`config.mk`:
```
export PLATFORM = sky130hd
export DESIGN_NAME = mult_sequencer
export DESIGN_NICKNAME = d
export VERILOG_FILES = /design/src/rtl/mult_sequencer.sv
export SDC_FILE = /design/constraint.sdc
export NUM_CORES = 1
export LEC_CHECK = 0
export CAP_MARGIN = 40
export CORE_AREA = 2 2 157 159
export CTS_CLUSTER_SIZE = 12
export DETAILED_ROUTE_END_ITERATION = 8
export DIE_AREA = 0 0 159 161
export PLACE_DENSITY = 0.71
export RECOVER_POWER = 25
export SLEW_MARGIN = 20
export SYNTH_ARGS = -nofsm -noshare
export SYNTH_HDL_FRONTEND = slang
export SYNTH_SLANG_ARGS = --single-unit
```
`constraint.sdc`:
```
create_clock -name clk -period 1.95 [get_ports clk]
set_input_delay 0.2925 -clock clk [delete_from_list [all_inputs] [get_ports clk]]
set_output_delay 0.2925 -clock clk [all_outputs]
set_load 0.01 [all_outputs]
```
`src/rtl/mult_sequencer.sv`:
```
// rtl/mult_sequencer.sv - shift-add 32x32 unsigned multiply sequencer driving an external 64-bit adder
// Optional MULT_EARLY_TERM_EN: stop iterating once the remaining multiplier bits are all zero.
module mult_sequencer #(
  parameter logic [5:0] MULTU = 6'b011001,
  parameter logic [5:0] OUT   = 6'b111111,
  parameter logic [5:0] ADDU  = 6'b100001
) (
  input  logic        clk,
  input  logic        reset,
  input  logic [5:0]  Signal,
  input  logic [31:0] dataA,
  input  logic [31:0] dataB,
  output logic [5:0]  alu_ctl,
  output logic [63:0] add_a,
  output logic [63:0] add_b,
  input  logic [63:0] add_sum,
  output logic        busy,
  output logic        done,
  output logic [63:0] dataOut
);

  typedef enum logic [1:0] {
    IDLE = 2'd0,
    ITER = 2'd1,
    DONE = 2'd2
  } state_t;

  state_t      state_q;
  logic [63:0] mcand_q;
  logic [31:0] mplier_q;
  logic [63:0] product_q;
  logic [63:0] product_d;
  logic [5:0]  cnt_q;
  logic [63:0] dataout_q;
  logic        busy_q;
  logic        done_q;
  logic [5:0]  alu_ctl_q;
  logic        iter_stop;
  logic        last_iter;

  // The adder always sees product + shifted multiplicand; the LSB decides whether to keep the sum.
  assign product_d = mplier_q[0] ? add_sum : product_q;

`ifdef MULT_EARLY_TERM_EN
  assign iter_stop = (mplier_q == 32'd0);
`else
  assign iter_stop = 1'b0;
`endif
  assign last_iter = iter_stop || (cnt_q == 6'd31);

  always_ff @(posedge clk) begin
    if (!reset) begin
      state_q   <= IDLE;
      mcand_q   <= 64'd0;
      mplier_q  <= 32'd0;
      product_q <= 64'd0;
      cnt_q     <= 6'd0;
      dataout_q <= 64'd0;
      busy_q    <= 1'b0;
      done_q    <= 1'b0;
      alu_ctl_q <= 6'd0;
    end else begin
      if ((Signal == OUT) && (state_q != ITER)) begin
        dataout_q <= product_q;
      end
      case (state_q)
        IDLE: begin
          if (Signal == MULTU) begin
            mcand_q   <= {32'd0, dataA};
            mplier_q  <= dataB;
            product_q <= 64'd0;
            cnt_q     <= 6'd0;
            state_q   <= ITER;
            busy_q    <= 1'b1;
            alu_ctl_q <= ADDU;
          end
        end
        ITER: begin
          if (!iter_stop) begin
            product_q <= product_d;
            mcand_q   <= mcand_q << 1;
            mplier_q  <= mplier_q >> 1;
            cnt_q     <= cnt_q + 6'd1;
          end
          if (last_iter) begin
            state_q   <= DONE;
            busy_q    <= 1'b0;
            done_q    <= 1'b1;
            alu_ctl_q <= 6'd0;
          end
        end
        DONE: begin
          state_q <= IDLE;
          done_q  <= 1'b0;
        end
        default: begin
          state_q   <= IDLE;
          busy_q    <= 1'b0;
          done_q    <= 1'b0;
          alu_ctl_q <= 6'd0;
        end
      endcase
    end
  end

  assign alu_ctl = alu_ctl_q;
  assign add_a   = product_q;
  assign add_b   = mcand_q;
  assign busy    = busy_q;
  assign done    = done_q;
  assign dataOut = dataout_q;

endmodule

```
==> metrics <==
initial DRC count around 500; WL/cell around 17 µm; Sw Ratio 0.217; GPL Wtd Cong roughly 0.79; max_cap viols 0; worst hold slack roughly 0.19 ns; headroom to the max-slew limit 0.506; initial antenna violation count 0; Clk pwr share 0.451; area delta synth->final 50.7%; clk root buf clkbuf_16; share of layout cells above drive strength 1 0.0641; Final min period around 1.8 ns; Worst-path clk slew ~0.060 ns; total power roughly 10 mW; CTS Buffer Depth 3; Avg Cell Area, Syn 9.72 µm²; number of iterations in the first detailed-routing pass 5; # fillers between 2000 and 2500; initial core utilization 0.365; FP Rows 57; CTS buffer count 25; Hold-fix buffers, CTS 0; Syn Inst Count ~900; width of the die approximately 160 µm; htree depth 1; Reg area 0.00469 mm²; vias per cell between 5 and 6; PortBufs roughly 330; Slew Limit Fails 0; core area 0.0240 mm²; vias in the first global route 7690; Worst Setup Start Kind input pin; clk sinks approximately 230; total wire length about 26000 µm; power density over the cells roughly 760 mW/mm²; multi-input logic area about 0.0036 mm²; Ports 336; GRT Overall Usage 0.197; Hold Crit Class in -> reg; CTS tree yes; Antenna Nets Post-Route 0; final setup vio count 0; Worst Path Arrival around 2.2 ns; final period utilization 0.947; status finished, final reports clean; Main synth FF type dfxtp_1; f_max approximately 540 MHz; final hold vios 0; crit end category flip-flop; GRT Residual Overflow 0; asr flop ratio synth 0; Vert. Die Dim approximately 160 µm; Via Count 7999; post-synthesis sequential element count approximately 230; Sw Pwr around 2.2 mW; maximum vdd drop 0.434 mV; WP data required ~2.4 ns; post-layout net count 1337; largest net degree at the start of global routing around 120; Post-synth EDFFs 0; synth unique cells 42; Worst Clk Skew roughly 0.015 ns; worst-path fanout max 38; die area around 0.026 mm²; Clock Latency Late Sink approximately 0.52 ns; Seq pwr share 0.483; DR DRC count 0; YS warnings 0; Placed Instances 1497; HPWL Detailed roughly 18000 µm; Inserted Diodes 0; P_leak 4.49 nW; Syn Std Cell Area 0.00875 mm²; P_int roughly 7.8 mW; Logic pwr share 0.066; first-pass GRT wire length about 42000 µm; RSZ-0062 raised after global routing no; register area share after synthesis 0.535; Finished Layout Cells about 1500; Slew @ Worst Pin 0.740 ns; CP Class in -> reg
==> worst max-delay path: stages <==
cell and delay [ns]:
clkdlybuf4s50_1 0.46, or4_4 0.57, o311a_2 0.45, buf_12 0.19
a22o_1 0.26
==> routing by layer <==
layer  GRT usage  share of wire  vias to the layer above
li1            -              -                     3865
met1       0.259           0.43                     3781
met2       0.328           0.47                      313
met3      0.0480          0.076                       40
met4      0.0496          0.020                        0
met5           0              0                        -
==> repair_timing <==
item                       4_1_cts  5_1_grt
setup endpoints to repair        3        0
hold endpoints to repair         0        0
gates resized for setup          1        0
setup buffers                    0        0
==> registers in the layout, summed over array words and instances (netlist names) <==
name / cells
add_b: 64
alu_ctl: 1
mplier_q: 32
add_a: 64
done: 1
cnt_q: 6
state_q: 2
dataOut: 64
==> cells in the final DEF, fill, tap and decap left out, types with 11 or more instances in the layout <==
cell type / count
clkdlybuf4s50_1: 330
dfxtp_1: 233
nand2_1: 131
o21ai_0: 108
a22o_1: 98
mux2i_1: 64
nand3_1: 56
a31oi_1: 55
clkbuf_16: 25
buf_4: 19
clkbuf_1: 11
==> path summary, 6_finish.rpt <==
| check | startpoint | to | slack, ns | cells past startpoint |
|---|---|---|---|---|
| setup / recovery | Signal[1] | add_a[29] | 0.10 | 5 |
| hold / removal | reset | state_q[0] | 0.19 | 3 |
| setup reg to reg | state_q[1] | add_a[29] | 0.12 | 4 |
| hold reg to reg | dataOut[22] | dataOut[22] | 0.45 | 2 |
==> cell type report <==
type / instances / share of cell area
Timing Repair Buffer: 365 / 0.277
Clock buffer: 41 / 0.0581
Sequential cell: 234 / 0.355
Clock inverter: 3 / 0.00142
Tap cell: 324 / 0.0307
Multi-Input combinational cell: 572 / 0.277
Inverter: 2 / 0.000569
==> synthesized netlist by cell type (all sizes together), types with 2 or more instances <==
cell | n | share of area
nand4b | 2 | 0.0020
nand3 | 57 | 0.033
a31oi | 55 | 0.039
buf | 29 | 0.023
clkbuf | 67 | 0.029
inv | 2 | 0.00086
o21a | 10 | 0.0086
nand2b | 3 | 0.0021
nor2b | 2 | 0.0014
mux2i | 64 | 0.073
a21oi | 3 | 0.0017
or3 | 2 | 0.0014
o21ai | 109 | 0.062
nor4 | 3 | 0.0021
a211oi | 2 | 0.0017
nand2 | 131 | 0.056
dfxtp | 234 | 0.54
o221a | 9 | 0.012
o211ai | 2 | 0.0017
a22o | 98 | 0.098
==> power groups by stage <==
stage	clock network (mW)	registers (mW)	logic, mW
3_5_place_dp	0	4.95	0.659
3_3_place_gp	0	4.95	0.659
6_report	4.52	4.84	0.656
4_1_cts	4.64	4.84	0.664
2_1_floorplan	0	4.95	0.253
5_1_grt	4.88	4.84	0.706
==> per-stage QoR <==
step           TNS [ns]  setup WS (ns)  cell area [µm²]   util
6_report              0          0.104            13200  0.550
5_1_grt               0         0.0372            13200  0.550
2_1_floorplan         0         0.0494             8770      -
3_3_place_gp     -32.76         -0.366            12400  0.520
4_1_cts               0         0.0956            13200  0.552
3_5_place_dp     -37.26         -0.409            12400  0.520
==> cell families (layout without fill, tap and decap cells) <==
logic type / count (synthesis) / in the layout / share of synthesized area
other: 1 / 4 / 0.000428
buffers and inverters: 98 / 411 / 0.0526
AND/OR/NAND/NOR: 208 / 208 / 0.105
multiplexers: 65 / 65 / 0.0745
adder cells (fa/ha/maj): 1 / 1 / 0.00143
AO/OA/AOI/OAI: 293 / 293 / 0.230
flip-flops: 234 / 234 / 0.535
XOR/XNOR: 1 / 1 / 0.00100
(Power assumes the default switching activity.)
